`config.mk`:
```
export PLATFORM = sky130hd
export DESIGN_NAME = cdb_wb_arbiter
export DESIGN_NICKNAME = d
export VERILOG_FILES = /design/src/rtl/cdb_wb_arbiter.sv
export SDC_FILE = /design/constraint.sdc
export NUM_CORES = 1
export LEC_CHECK = 0
export BUFFER_PORTS_ARGS = -buffer_cell sky130_fd_sc_hd__buf_2
export CAP_MARGIN = 5
export CELL_PAD_IN_SITES_DETAIL_PLACEMENT = 1
export CELL_PAD_IN_SITES_GLOBAL_PLACEMENT = 1
export CORE_MARGIN = 3
export CORE_UTILIZATION = 35
export DETAILED_ROUTE_END_ITERATION = 12
export PLACE_DENSITY = 0.83
export SLEW_MARGIN = 10
export SYNTH_ARGS = -nofsm -noshare
export SYNTH_HDL_FRONTEND = slang
export SYNTH_SLANG_ARGS = --single-unit
export TNS_END_PERCENT = 100
```
`constraint.sdc`:
```
create_clock -name clk -period 3.5 [get_ports clk]
set_input_delay 0.35 -clock clk [delete_from_list [all_inputs] [get_ports clk]]
set_output_delay 0.35 -clock clk [all_outputs]
set_load 0.03 [all_outputs]
```
`src/rtl/cdb_wb_arbiter.sv`:
```
// cdb_wb_arbiter
//   Arbitrates ALU / SFU / AGU results onto two registered CDB writeback ports.
//   Up to two requesters are granted every cycle. On a three-way conflict a
//   rotating pointer picks the two winners, and the loser becomes the top
//   priority for the next cycle, so no unit can starve.
// Ports
//   clk, rst_n                  clock, async active-low reset
//   flush                       kill grants and next-cycle broadcasts
//   {alu,sfu,agu}_valid/rob_num/data   unit results (held until granted)
//   {alu,sfu,agu}_ready         combinational grant
//   cdb{0,1}_valid/rob_num/data/src    registered broadcast (src 01/10/11, 00 none)
module cdb_wb_arbiter #(
    parameter int ROB_W  = 6,
    parameter int DATA_W = 32
) (
    input  logic              clk,
    input  logic              rst_n,
    input  logic              flush,
    input  logic              alu_valid,
    input  logic [ROB_W-1:0]  alu_rob_num,
    input  logic [DATA_W-1:0] alu_data,
    input  logic              sfu_valid,
    input  logic [ROB_W-1:0]  sfu_rob_num,
    input  logic [DATA_W-1:0] sfu_data,
    input  logic              agu_valid,
    input  logic [ROB_W-1:0]  agu_rob_num,
    input  logic [DATA_W-1:0] agu_data,
    output logic              alu_ready,
    output logic              sfu_ready,
    output logic              agu_ready,
    output logic              cdb0_valid,
    output logic [ROB_W-1:0]  cdb0_rob_num,
    output logic [DATA_W-1:0] cdb0_data,
    output logic [1:0]        cdb0_src,
    output logic              cdb1_valid,
    output logic [ROB_W-1:0]  cdb1_rob_num,
    output logic [DATA_W-1:0] cdb1_data,
    output logic [1:0]        cdb1_src
);

    // Unit indices: 0 = ALU, 1 = SFU, 2 = AGU. The CDB src code is index + 1.
    logic [1:0] ptr, p1, p2;
    logic [2:0] req, gnt;
    logic       conflict;
    logic       has0, has1;
    logic [1:0] sel0, sel1, u;
    logic [ROB_W-1:0]  rob0, rob1;
    logic [DATA_W-1:0] dat0, dat1;

    function automatic logic [1:0] inc3(input logic [1:0] p);
        return (p == 2'd2) ? 2'd0 : p + 2'd1;
    endfunction

    function automatic logic [2:0] onehot(input logic [1:0] p);
        case (p)
            2'd0:    return 3'b001;
            2'd1:    return 3'b010;
            default: return 3'b100;
        endcase
    endfunction

    assign p1       = inc3(ptr);
    assign p2       = inc3(p1);
    assign req      = {agu_valid, sfu_valid, alu_valid};
    assign conflict = (&req) && !flush;

    always_comb begin
        gnt  = req;
        if (&req) gnt = req & ~onehot(p2);
        // Ready is held low during reset as well as during flush.
        if (flush || !rst_n) gnt = 3'b000;
        has0 = 1'b0;
        has1 = 1'b0;
        sel0 = 2'd0;
        sel1 = 2'd0;
        u    = 2'd0;
        // Walk grantees in priority order: first lands on cdb0, second on cdb1.
        for (int k = 0; k < 3; k++) begin
            u = (k == 0) ? ptr : (k == 1) ? p1 : p2;
            if (|(gnt & onehot(u))) begin
                if (!has0) begin
                    has0 = 1'b1;
                    sel0 = u;
                end else begin
                    has1 = 1'b1;
                    sel1 = u;
                end
            end
        end
    end

    assign alu_ready = gnt[0];
    assign sfu_ready = gnt[1];
    assign agu_ready = gnt[2];

    always_comb begin
        case (sel0)
            2'd0:    begin rob0 = alu_rob_num; dat0 = alu_data; end
            2'd1:    begin rob0 = sfu_rob_num; dat0 = sfu_data; end
            default: begin rob0 = agu_rob_num; dat0 = agu_data; end
        endcase
        case (sel1)
            2'd0:    begin rob1 = alu_rob_num; dat1 = alu_data; end
            2'd1:    begin rob1 = sfu_rob_num; dat1 = sfu_data; end
            default: begin rob1 = agu_rob_num; dat1 = agu_data; end
        endcase
    end

    always_ff @(posedge clk or negedge rst_n) begin
        if (!rst_n) begin
            ptr          <= 2'd0;
            cdb0_valid   <= 1'b0;
            cdb0_rob_num <= '0;
            cdb0_data    <= '0;
            cdb0_src     <= 2'd0;
            cdb1_valid   <= 1'b0;
            cdb1_rob_num <= '0;
            cdb1_data    <= '0;
            cdb1_src     <= 2'd0;
        end else begin
            // Denied unit becomes top priority; flush leaves ptr alone.
            if (conflict) ptr <= p2;
            // Idle ports load zeros so stale tags never match in forwarding.
            cdb0_valid   <= has0;
            cdb0_rob_num <= has0 ? rob0 : '0;
            cdb0_data    <= has0 ? dat0 : '0;
            cdb0_src     <= has0 ? sel0 + 2'd1 : 2'd0;
            cdb1_valid   <= has1;
            cdb1_rob_num <= has1 ? rob1 : '0;
            cdb1_data    <= has1 ? dat1 : '0;
            cdb1_src     <= has1 ? sel1 + 2'd1 : 2'd0;
        end
    end

    // A waiting source must keep valid, tag and data until granted
    // (a flush releases it from that obligation).
    a_alu_hold: assert property (@(posedge clk) disable iff (!rst_n)
        (alu_valid && !alu_ready && !flush) |=>
        (alu_valid && $stable(alu_rob_num) && $stable(alu_data)));
    a_sfu_hold: assert property (@(posedge clk) disable iff (!rst_n)
        (sfu_valid && !sfu_ready && !flush) |=>
        (sfu_valid && $stable(sfu_rob_num) && $stable(sfu_data)));
    a_agu_hold: assert property (@(posedge clk) disable iff (!rst_n)
        (agu_valid && !agu_ready && !flush) |=>
        (agu_valid && $stable(agu_rob_num) && $stable(agu_data)));

endmodule

```
## Yosys cells after proc, flatten, opt, wreduce, memory -nomap -nowiden

Cells that the tools add are included.
W data, S select, Z words.

| word-level totals | value |
|---|---|
| output and inout port bits | 85 |
| register bits | 84 |

| cells by class | value |
|---|---|
| reductions and logical operators | 13 |
| mux-type cells | 34 |
| eq/ne operators | 7 |
| $add $sub $neg | 4 |
| bitwise gates (word level) | 5 |

Operators by type and width:

| operator | number |
|---|---|
| $pmux W32 S2 | 2 |
| $mux W32 | 2 |
| $mux W2 | 13 |
| $pmux W6 S2 | 2 |
| $pmux W3 S2 | 3 |
| $and A3 B3 Y3 | 4 |
| $mux W6 | 2 |
| $eq A2 B1 Y1 const B | 5 |
| $logic_not A2 Y1 | 5 |
| $mux W3 | 3 |
| $reduce_or A3 Y1 | 3 |
| $add A2 B1 Y2 const B | 4 |
| $mux W1 | 7 |
| $eq A2 B2 Y1 const B | 2 |
| $not A3 Y3 | 1 |
| $reduce_and A3 Y1 | 1 |
| $logic_not A1 Y1 | 2 |
| $logic_and A1 B1 Y1 | 1 |
| $logic_or A1 B1 Y1 | 1 |

## Longest topological paths before layout

| depth | value |
|---|---|
| depth in word-level cells | 21 |
| depth in mapped cells | 11 |

## Worst setup path after synthesis

Ideal clock, no wire load.

| timing path | value |
|---|---|
| path kind | input -> register |
| from | input alu_valid |
| to | register cdb1_data[11] |
| library setup time | 0.077 ns |
| data required time | 3.423 ns |
| arrival time | 2.113 ns |
| path buffers | 3 |
| path slack | 1.309 ns |
| cell stages on the path | 11 |
| cell sequence | buf_2 > inv_1 > nor2_1 > xnor2_1 > or3_1 > ha_1 > nor2_1 > buf_2 > clkbuf_1 > nand2_1 > a21oi_1 |

| between the ends | value |
|---|---|
| cells in the longest elaborated chain, start to end | 13 |
| elaborated cells on any way between the ends | 24 |
| classes of those cells | eq/ne (1); mux (14); bitwise (4); reduce/logical (5) |

RTL lines:

| element | RTL line | text |
|---|---|---|
| start: declaration | 19 | `input logic alu_valid,` |
| $reduce_and A3 Y1 / $and A3 B3 Y3 (equally long branches) | 69 | `if (&req) gnt = req & ~onehot(p2);` |
| $mux W3 (*) | 69 |  |
| $mux W3 (*) | 71 | `if (flush \|\| !rst_n) gnt = 3'b000;` |
| $and A3 B3 Y3 | 80 | `if (\|(gnt & onehot(u))) begin` |
| $reduce_or A3 Y1 | 80 |  |
| $mux W1 | 80 |  |
| $mux W2 | 81 | `if (!has0) begin` |
| $mux W2 | 80 |  |
| $mux W2 | 81 |  |
| $mux W2 | 80 |  |
| $eq A2 B1 Y1 / $logic_not A2 Y1 (equally long branches) | 102 | `case (sel1)` |
| $pmux W32 S2 | 102 |  |
| $mux W32 (*) | 130 | `cdb1_data <= has1 ? dat1 : '0;` |
| end signal: assignment | 130 |  |
| end: declaration | 37 | `output logic [DATA_W-1:0] cdb1_data,` |

Mark *: on every way between the ends. The rest lies on a longest branch, timed or not.
A chain may end at the register's enable or synchronous reset.

## Worst setup path in the final report

| timing path | value |
|---|---|
| from | input rst_n |
| to | register cdb1_data[0] |

| between the ends | value |
|---|---|
| cells in the longest elaborated chain, start to end | 13 |
| elaborated cells on any way between the ends | 23 |
| classes of those cells | eq/ne (1); mux (13); bitwise (3); reduce/logical (6) |

RTL lines:

| element | RTL line | text |
|---|---|---|
| start: declaration | 17 | `input logic rst_n,` |
| $logic_not A1 Y1 (no line) (*) | n/a |  |
| $logic_or A1 B1 Y1 (*) | 71 |  |
| $mux W3 (*) | 71 |  |
| $and A3 B3 Y3 | 80 |  |
| $reduce_or A3 Y1 | 80 |  |
| $mux W1 | 80 |  |
| $mux W2 | 81 |  |
| $mux W2 | 80 |  |
| $mux W2 | 81 |  |
| $mux W2 | 80 |  |
| $eq A2 B1 Y1 / $logic_not A2 Y1 (equally long branches) | 102 |  |
| $pmux W32 S2 | 102 |  |
| $mux W32 (*) | 130 |  |

Marks and branches as above.

==> out/qor.yml <==
via_per_inst: 5.47
finalSetupViolCount: 0
yosysSeqAreaShare_pct: 52.1
yosysWarnings: 0
synth_fp_nets: 556
async_flop_share_pct: 100
rr_worst_depth: 9
regArea_um2: 2100
first_iter_violations: 249
power_density_nw_per_um2: 478
gp_routability_congestion: 0.830
outcome: "complete, no violations"
grt-ovfl-total: 0
vdd_drop_max_v: 0.000257
synth.most_common_cell: "nand2_1"
max_cap_viol_count: 0
num_vias: 4167
drc: 0
dieHeight_um: 113
hpwl_um: 10600
drv_slew: 0
dieArea_um2: 12900
core_area_um2: 11100
slew_headroom_pct: 32.6
clock-sinks: 84
ys.flop_type: "dfrtp_1"
whs_path_depth: 3
cp_data_arrival_time_ns: 3.26
clk-insertion-delay-late_ns: 0.34
yosysTopAreaCell: "dfrtp_1"
crit_type: "in2reg"
skew_ns: 0.00670
hold_viol: 0
avgSynthCellArea_um2: 9.32
preCtsSetupSlack_ns: 0.703
max_freq_ghz: 0.330
wire_per_inst_um: 19.6
worst_pin_slew_ns: 1.01
clk_path_buf_depth: 2
synth_edf_count: 0
grt_usage_pct: 23.5
cts_root_buf: "clkbuf_16"
cts_tree: "yes"
start_util_pct: 36.4
rsz0062_at_grt: "no"
ys_types: 33
pin_count: 205
synthCells: 433
cts_made_buffers: 9
post-route-period-util_pct: 86.6
synth_top_area_share_pct: 52.1
design_area_um2: 5440
hold_path_class: "in2reg"
ys_top_cells_by_count: "117 x nand2_1, 84 x dfrtp_1, 40 x a21oi_1, 40 x a31oi_1, 39 x nand3b_1"
place_area_um2: 5150
cts_resized: 0
crit_path_end_kind: "flip-flop"
drive_above_1_share_pct: 38.4
num-fill-cells: 1353
cp.required_ns: 3.73
drt_pass1_iterations: 4
totalWireLength_um: 14900
ys_seq_elements: 84
period_needed_ns: 3.03
htree_levels: 3
clk_pin_slew_ns: 0.06
io_buffers: 204
cts_setup_buffers: 0
nets: 740
diodes: 0
grt_pass1_vias: 4569
area_growth_pct: 34.8
cp_max_fo: 39
p_leak_uw: 0.00285
grt_pass1_wl_um: 23800
rows: 38
fin_ws_ns: 0.470
tns_ns: 0
antenna_found_initial: 1
multi_input_area_um2: 1750
ant_nets: 0
grt_max_degree: 71
synth_area_leaders: "dfrtp_1 52%, nand2_1 11%, nand3b_1 7.3%, a22oi_1 7.1%, a31oi_1 6.2%"
die_w_um: 113
worstSetupStartpointType: "input pin"
syn_area_um2: 4040
-- final timing paths --
path / endpoint / startpoint / slack, ns
min reg2reg: ptr[0]$_DFFE_PN0P_ / ptr[0]$_DFFE_PN0P_ / 0.64
max in group asynchronous: cdb1_rob_num[4]$_DFF_PN0_ / rst_n / 1.87
max reg2reg: cdb1_data[0]$_DFF_PN0_ / ptr[1]$_DFFE_PN0P_ / 0.74
min: cdb1_data[9]$_DFF_PN0_ / agu_data[9] / 0.26
min in group asynchronous: cdb0_data[24]$_DFF_PN0_ / rst_n / 0.47
max: cdb1_data[0]$_DFF_PN0_ / rst_n / 0.47
-- sequential cells by signal, indices dropped and copies added (netlist names) --
register and count:
cdb0_data 32, cdb1_data 32, cdb0_rob_num 6, cdb1_rob_num 6, cdb0_src 2, cdb1_src 2
ptr 2, cdb0_valid 1, cdb1_valid 1
-- stage by stage --
step / instances / total power [µW] / hold slack [ns] / utilization, %
2_1_floorplan: 433 / 1430 / 0.0544 / -
3_3_place_gp: 745 / 1650 / 0.222 / 46.5
3_5_place_dp: 745 / 1680 / 0.227 / 46.5
4_1_cts: 762 / 2620 / 0.252 / 49.1
5_1_grt: 762 / 2730 / 0.263 / 49.1
6_report: 762 / 2600 / 0.264 / 49.1
-- final cells by class --
type	count	share of cell area, %
Clock buffer	11	4.28
Clock inverter	5	0.966
Inverter	4	0.276
Multi-Input combinational cell	305	32.1
Sequential cell	84	38.6
Tap cell	140	3.22
Timing Repair Buffer	213	20.6
-- kinds of logic (layout without fill, tap and decap cells) --
kind of cell / count (synthesis) / in the layout / synth area share, %
multiplexers: 3 / 3 / 0.930
AND/OR/NAND/NOR: 172 / 172 / 20.3
AO/OA/AOI/OAI: 125 / 125 / 19.6
buffers and inverters: 44 / 233 / 5.67
adder cells (fa/ha/maj): 4 / 4 / 1.18
XOR/XNOR: 1 / 1 / 0.217
flip-flops: 84 / 84 / 52.1
-- critical path, stage by stage --
cell and delay (ns):
dlygate4sd3_1 0.56, buf_4 0.26, and2b_2 0.30, nand2_1 0.12, or3_1 0.40, ha_2 0.47
nor2_4 0.19, buf_4 0.30, nand2_1 0.10, a21oi_1 0.17
-- metal layers --
layer	global-route usage (%)	up-vias	share of wire [%]
li1	-	1894	-
met1	27.5	2087	39
met2	42.6	162	52
met3	6.37	22	7.5
met4	6.33	2	1.5
met5	0	-	0.047
-- layout by cell type, fill, tap and decap left out, drive strengths merged --
cell type,synthesis,layout
a311oi,1,1
xnor2,1,1
ha,3,3
dfrtp,84,84
nor2b,2,2
o211ai,1,1
nand2,117,117
nand2b,1,1
o21ai,2,2
and3,1,1
nor2,7,7
dlygate4sd3,0,1
inv,4,4
and2b,1,1
mux2,3,3
clkbuf,19,11
buf,21,212
nand4b,1,1
or3,1,1
bufinv,0,1
nand3b,39,39
clkinv,0,3
clkinvlp,0,1
or2,1,1
a31oi,40,40
a22oi,38,38
maj3,1,1
a21oi,40,40
o31ai,1,1
o211a,1,1
nand3,1,1
o21bai,1,1
-- timing repair --
item,4_1_cts,5_1_grt
endpoints found under the setup margin,0,0
hold buffers,1,0
endpoints found under the hold margin,14,0
-- power by group --
part	total (µW)	switching [µW]	leakage [µW]	internal, µW
Clock	942	392	0.000139	550
Sequential	1060	37.8	0.00114	1020
Combinational	601	386	0.00157	215
Power figures use the tool's default switching activity.
